## src/rtl/ifu_fetch.sv

```systemverilog
// Instruction-fetch stage: owns the PC, issues one SRAM read per instruction,
// captures the registered read data and offers it to decode over valid/ready.
// Execute can redirect the PC at any time; a redirect drops any captured or
// in-flight instruction and restarts fetching at the (word-aligned) target.
module ifu_fetch #(
  parameter logic [31:0] RESET_PC = 32'h8000_0000,
  parameter logic [31:0] PC_STEP  = 32'd4
) (
  input  logic        clk_i,
  input  logic        rst_i,
  output logic        sram_enable_o,
  output logic [31:0] sram_addr_o,
  input  logic [31:0] sram_data_i,
  input  logic        redirect_valid_i,
  input  logic [31:0] redirect_pc_i,
  output logic        inst_valid_o,
  input  logic        inst_ready_i,
  output logic [31:0] inst_o,
  output logic [31:0] pc_o
);

  typedef enum logic [1:0] {
    IDLE,
    FETCH,
    CAPTURE,
    VALID
  } state_e;

  state_e      state_q, state_d;
  logic [31:0] pc_q, pc_d;
  logic [31:0] inst_q, ipc_q;
  logic        capture_en;

  // Next-state, next-PC and capture decision; redirect overrides everything.
  always_comb begin
    // NOTE: every signal assigned here gets a default first, so no path through
    // the case statement can leave one unassigned and infer a latch.
    state_d    = state_q;
    pc_d       = pc_q;
    capture_en = 1'b0;
    unique case (state_q)
      IDLE:    state_d = FETCH;
      FETCH:   state_d = CAPTURE;
      CAPTURE: begin
        capture_en = 1'b1;
        state_d    = VALID;
      end
      VALID: begin
        if (inst_ready_i) begin
          pc_d    = pc_q + PC_STEP;  // 32-bit modulo: 0xFFFF_FFFC wraps to 0
          state_d = FETCH;
        end
      end
      default: state_d = IDLE;
    endcase
    // A redirect wins over a sequential step, discards a response arriving in
    // CAPTURE and clears a presented instruction; the transfer (if any) still
    // happened because decode saw valid && ready at this edge.
    if (redirect_valid_i) begin
      pc_d       = redirect_pc_i & ~32'h0000_0003;
      state_d    = FETCH;
      capture_en = 1'b0;
    end
  end

  // Control state and PC, with synchronous reset.
  always_ff @(posedge clk_i) begin
    // NOTE: sequential state uses non-blocking assignments so every register
    // samples pre-edge values regardless of statement order.
    if (rst_i) begin
      state_q <= IDLE;
      pc_q    <= RESET_PC;
    end else begin
      state_q <= state_d;
      pc_q    <= pc_d;
    end
  end

  // Instruction and PC capture from the SRAM response.
  always_ff @(posedge clk_i) begin
    // NOTE: these data registers are deliberately not reset; they are only
    // observed through outputs gated by state, which is reset.
    if (capture_en) begin
      inst_q <= sram_data_i;
      ipc_q  <= pc_q;
    end
  end

  // Outputs decoded from registered state only; no input-to-output paths.
  assign sram_enable_o = (state_q == FETCH);
  assign sram_addr_o   = (state_q == FETCH) ? pc_q : 32'd0;
  assign inst_valid_o  = (state_q == VALID);
  assign inst_o        = (state_q == VALID) ? inst_q : 32'd0;
  assign pc_o          = (state_q == VALID) ? ipc_q : 32'd0;

endmodule

```

## config.mk

```make
export PLATFORM = sky130hd
export DESIGN_NAME = ifu_fetch
export DESIGN_NICKNAME = d
export VERILOG_FILES = /design/src/rtl/ifu_fetch.sv
export SDC_FILE = /design/constraint.sdc
export NUM_CORES = 1
export LEC_CHECK = 0
export ABC_AREA = 0
export BUFFER_PORTS_ARGS = -buffer_cell sky130_fd_sc_hd__buf_2
export CAP_MARGIN = 10
export CORE_MARGIN = 2
export CORE_UTILIZATION = 45
export CTS_BUF_LIST = sky130_fd_sc_hd__clkbuf_16
export CTS_CLUSTER_SIZE = 10
export DETAILED_ROUTE_END_ITERATION = 7
export GPL_TIMING_DRIVEN = 0
export PLACE_DENSITY_LB_ADDON = 0.25
export SYNTH_ARGS = -nofsm -noshare
export SYNTH_HDL_FRONTEND = slang
export SYNTH_SLANG_ARGS = --single-unit
export TNS_END_PERCENT = 20
```

## constraint.sdc

```tcl
create_clock -name clk_i -period 4.05 [get_ports clk_i]
set_input_delay 0.81 -clock clk_i [delete_from_list [all_inputs] [get_ports clk_i]]
set_output_delay 0.81 -clock clk_i [all_outputs]
set_load 0.01 [all_outputs]
```

After elaboration in Yosys (flattened, before gate mapping)
Cells that the tools add are included.
{ "totals": {"out_inout_bits": 98, "n_memories": 0, "register_bits": 98, "latchBits": 0, "rom_bits": 0, "ram_bits": 0, "wordCells": 29, "input_bits": 68} }
{ "op_classes": {"n_mux": 11, "div": 0, "eq_ne": 5, "mul": 0, "addsub": 1, "reduce_logical": 6, "n_bitwise": 0, "order_cmp": 0, "n_shift": 0} }
{ "op_table": {"columns": ["operator", "count"], "rows": [
  ["2-to-1 mux 32 bit", 6],
  ["adder 32 x 3 -> 32 bit, second input constant", 1],
  ["one-hot mux 2 bit (4 select lines)", 1],
  ["equality test 2 bit, second input constant", 2],
  ["AND reduction 2 bit", 2],
  ["nonzero test 2 bit", 2],
  ["2-to-1 mux 1 bit", 3],
  ["inequality test 3 x 2 -> 1 bit, second input constant", 1],
  ["equality test 2 x 1 -> 1 bit, second input constant", 1],
  ["zero test 2 bit", 1],
  ["2-to-1 mux 2 bit", 1],
  ["inequality test 2 x 1 -> 1 bit, second input constant", 1],
  ["OR reduction 2 bit", 1]
]} }

Longest topological paths before layout
{ "logic_depth": {"depth_word": 4, "depth_mapped": 7} }

Worst setup path before layout
No wires, ideal clock.
{ "synth_timing": {"path_kind": "input to register", "startpoint": "in redirect_valid_i", "endpoint": "reg inst_q[0] (enable)", "setup_slack_ps": -329, "required_ps": 3560, "arrival_ps": 3889, "cell_stages": 3, "path_buffers": 2, "setup_time_ps": 490, "path_cell_list": "buf_6 clkbuf_1 nor2b_1"} }
{ "synth_between": {"elab_chain_len": 1} }
{ "synth_lines": {"columns": ["element", "line_no", "source"], "rows": [
  ["from (decl)", "14", "input logic redirect_valid_i,"],
  ["2-to-1 mux 1 bit", "59", "if (redirect_valid_i) begin"],
  ["named net capture_en", "32", "logic capture_en;"],
  ["to (signal assigned)", "84", "inst_q <= sram_data_i;"],
  ["to (decl)", "31", "logic [31:0] inst_q, ipc_q;"]
]} }
The timed path passes the listed nets, and every way through them passes these cells.
A chain may end at the register's enable or synchronous reset.

Worst setup path after layout
{ "layout_timing": {"startpoint": "reg state_q[0]", "endpoint": "out inst_o[11]"} }
{ "layout_between": {"elab_chain_len": 2} }
{ "layout_lines": {"columns": ["element", "line_no", "source"], "rows": [
  ["from (decl)", "29", "state_e state_q, state_d;"],
  ["from (signal assigned)", "74", "state_q <= state_d;"],
  ["equality test 2 bit", "93", "assign inst_o = (state_q == VALID) ? inst_q : 32'd0;"],
  ["2-to-1 mux 32 bit", "93", null],
  ["to (decl)", "18", "output logic [31:0] inst_o,"]
]} }
Every way passes these cells.

==> results.toml <==
[synth]
synth_area_leaders = "edfxtp_1 41%, dfxtp_1 14%, and2_1 13%, a311oi_1 2.5%, nor2_1 2.4%"
synth_edf_count = 62
synth_top_area_share_pct = 41.4
synth_warnings = 0
synth_cell_types = 48
synth.cell_area_um2 = 4500
synth_seq_area_share_pct = 55.7
synth_top_area_cell = "edfxtp_1"
syn_inst = 413
synth.avg_cell_area_um2 = 10.9
synthFlopType = "edfxtp_1"
ys_seq_elements = 94
synthArstFlopShare_pct = 0

[clock_tree]
cts_inserted_buffers = 9
cts_hold_buf = 0
cts-htree-levels = 3
clk-insertion-delay-late_ns = 0.34
post_cts_buffers = 0
cts_root_buf = "clkbuf_16"
cts_resized = 0
cts_tree = "yes"
cts_sinks = 94
clkTransAtPathRegs_ns = 0.07
cts_buffer_depth = 2

[timing]
setup_violations = 0
max_freq_ghz = 0.316
min_period_over_period_pct = 78.1
relSlewSlack_pct = 40.4
skew_ns = 0.00776
slew_violations = 0
period_minus_slack_ns = 3.16
final-hold-violation-count = 0
tns_ns = 0
rsz0062_at_grt = "false"
setup_slack_ns = 0.886
whs_ns = 0.434
worst_pin_slew_ns = 0.886

[drt]
postRouteAntennaNets = 0
num_vias = 3818
wire_per_inst_um = 15.8
wirelength_um = 11500
drt_first_pass_iters = 5
viasPerCell = 5.27
drcViolationCount = 0
drtIter0Drc = 211

[worst_setup_path]
worstPathArrival_ns = 2.35
critPathLaunchType = "flop"
crit_fanout = 10
crit_required_ns = 3.24
rr_worst_depth = 7
regToRegEndpoint = "pc_q[27]$_SDFFE_PP0P_"
reg2reg_from = "state_q[0]$_SDFFE_PP0P_"
regToRegSetupSlack_ns = 1.69
critPathKind = "flop to output port"
end_kind = "output port"

[finish]
final_nets = 659
fill_cells = 873
areaGrowthSynthToFinish_pct = 29.3
final_core_util_pct = 59.7
drive_above_1_share_pct = 33.2
antenna-diode-count = 0

[min_path]
hold_path.class = "flop to flop"
hold_end = "ipc_q[12]$_DFFE_PP_"
hold_path.startpoint = "pc_q[12]$_SDFFE_PP0P_"
whs_path_depth = 0

[global_route]
grt_max_degree = 37
grt_usage_pct = 21.3
grt_pass1_vias = 3644
grt_pass1_wl_um = 18500
grt_antenna_before_repair = 1
grt-ovfl-total = 0

[power]
peakVddDrop_uv = 236
leakagePower_uw = 0.00245
powerDensity_nw_per_um2 = 378

[floorplanning]
die_w_um = 104
die_y_um = 104
initial_core_util_pct = 46.2
core.rowCount = 36
dieArea_um2 = 10800
io_pins = 166
coreArea_um2 = 9730

[run_status]
status = "finished, final reports clean"

[placed_design]
pre_cts_slack_ns = 1.28
portBuffers = 158
post-dp-hpwl_um = 8440
globalplace.congestion = 0.831

[flow_run]
cap_violations = 0
==> layout make-up <==
class,count,area [um2],share of cell area (%)
sequential,94,2500,43.0
multi-input combinational,278,1780,30.7
timing repair buffer,159,811,13.9
clock buffer,9,225,3.87
buffer,33,186,3.21
tap,133,166,2.86
clock inverter,7,96.3,1.66
inverter,11,41.3,0.710
==> how the worst max path moves through the flow <==
stage	end	cells after the start	slack [ns]	startpoint
CTS	inst_o[11]	5	0.91	state_q[0]$_SDFFE_PP0P_
global route	inst_o[11]	5	0.74	state_q[0]$_SDFFE_PP0P_
global placement	inst_q[17]$_DFFE_PP_	4	-0.08	redirect_valid_i
floorplan	inst_q[0]$_DFFE_PP_	3	0.85	redirect_valid_i
detailed placement	inst_q[17]$_DFFE_PP_	5	1.28	redirect_valid_i
finish	inst_o[11]	5	0.89	state_q[0]$_SDFFE_PP0P_
==> cell usage in the layout, fill, tap and decap left out, types with 6 or more instances in the layout <==
cell,count
a211oi_1,7
clkbuf_1,20
xnor2_1,8
and2_1,92
or3_1,6
nand3_1,10
nor2_1,29
nand2_1,21
o31ai_1,7
and4_1,6
buf_4,6
dfxtp_1,32
or4_1,7
inv_1,10
edfxtp_1,62
nand4_1,10
buf_2,160
clkbuf_16,9
a311oi_1,13
==> kinds of logic after synthesis <==
group / share of synthesized area [%]
other: 0.0834
AND/OR/NAND/NOR: 27.3
buffers and inverters: 5.07
flip-flops: 55.7
XOR/XNOR: 1.75
adder cells (fa/ha/maj): 1.39
AO/OA/AOI/OAI: 8.71
==> state kept, by name, summed over array words and instances (netlist names) <==
signal / flops
inst_q: 32
ipc_q: 30
pc_q: 30
state_q: 2
==> where the power goes <==
group          switching, uW  internal [uW]  leakage (uW)  total (uW)
Clock                    361            543      0.000160         905
Combinational            106           90.0       0.00147         196
Sequential              37.3           1060      0.000823        1090
Total                    505           1690       0.00245        2190
==> worst max-delay path: stages, from the launching register on <==
cell	delay, ns
dfxtp_1	0.40
ha_1	0.32
clkbuf_1	0.61
clkbuf_1	0.33
and2_1	0.22
buf_2	0.14
==> metrics by stage <==
step / instances / total power, uW / instance area, um2
final: 724 / 2190 / 5810
after floorplan: 416 / 1210 / 4510
after detailed placement: 708 / 1310 / 5490
after CTS: 724 / 2210 / 5810
after global routing: 724 / 2270 / 5810
after global placement: 707 / 1300 / 5470
==> Yosys cell counts (5+ instances only) <==
master,instances
nor2_1,29
or3_1,6
a21oi_1,5
o31ai_1,7
a211oi_1,7
inv_1,10
and4_1,6
ha_1,5
nand3_1,10
xnor2_1,8
o21ai_0,5
or4_1,7
nor4_1,5
nand2_1,21
a311oi_1,13
edfxtp_1,62
clkbuf_1,20
buf_6,5
and2_1,92
buf_4,6
nand4_1,10
dfxtp_1,32
nor3_1,5
==> routing by layer <==
layer	wire, um	track usage, %
met4	205	8.49
met3	876	5.51
met5	13	0
met2	5430	33.9
met1	4930	27.7
(Power assumes the default switching activity.)
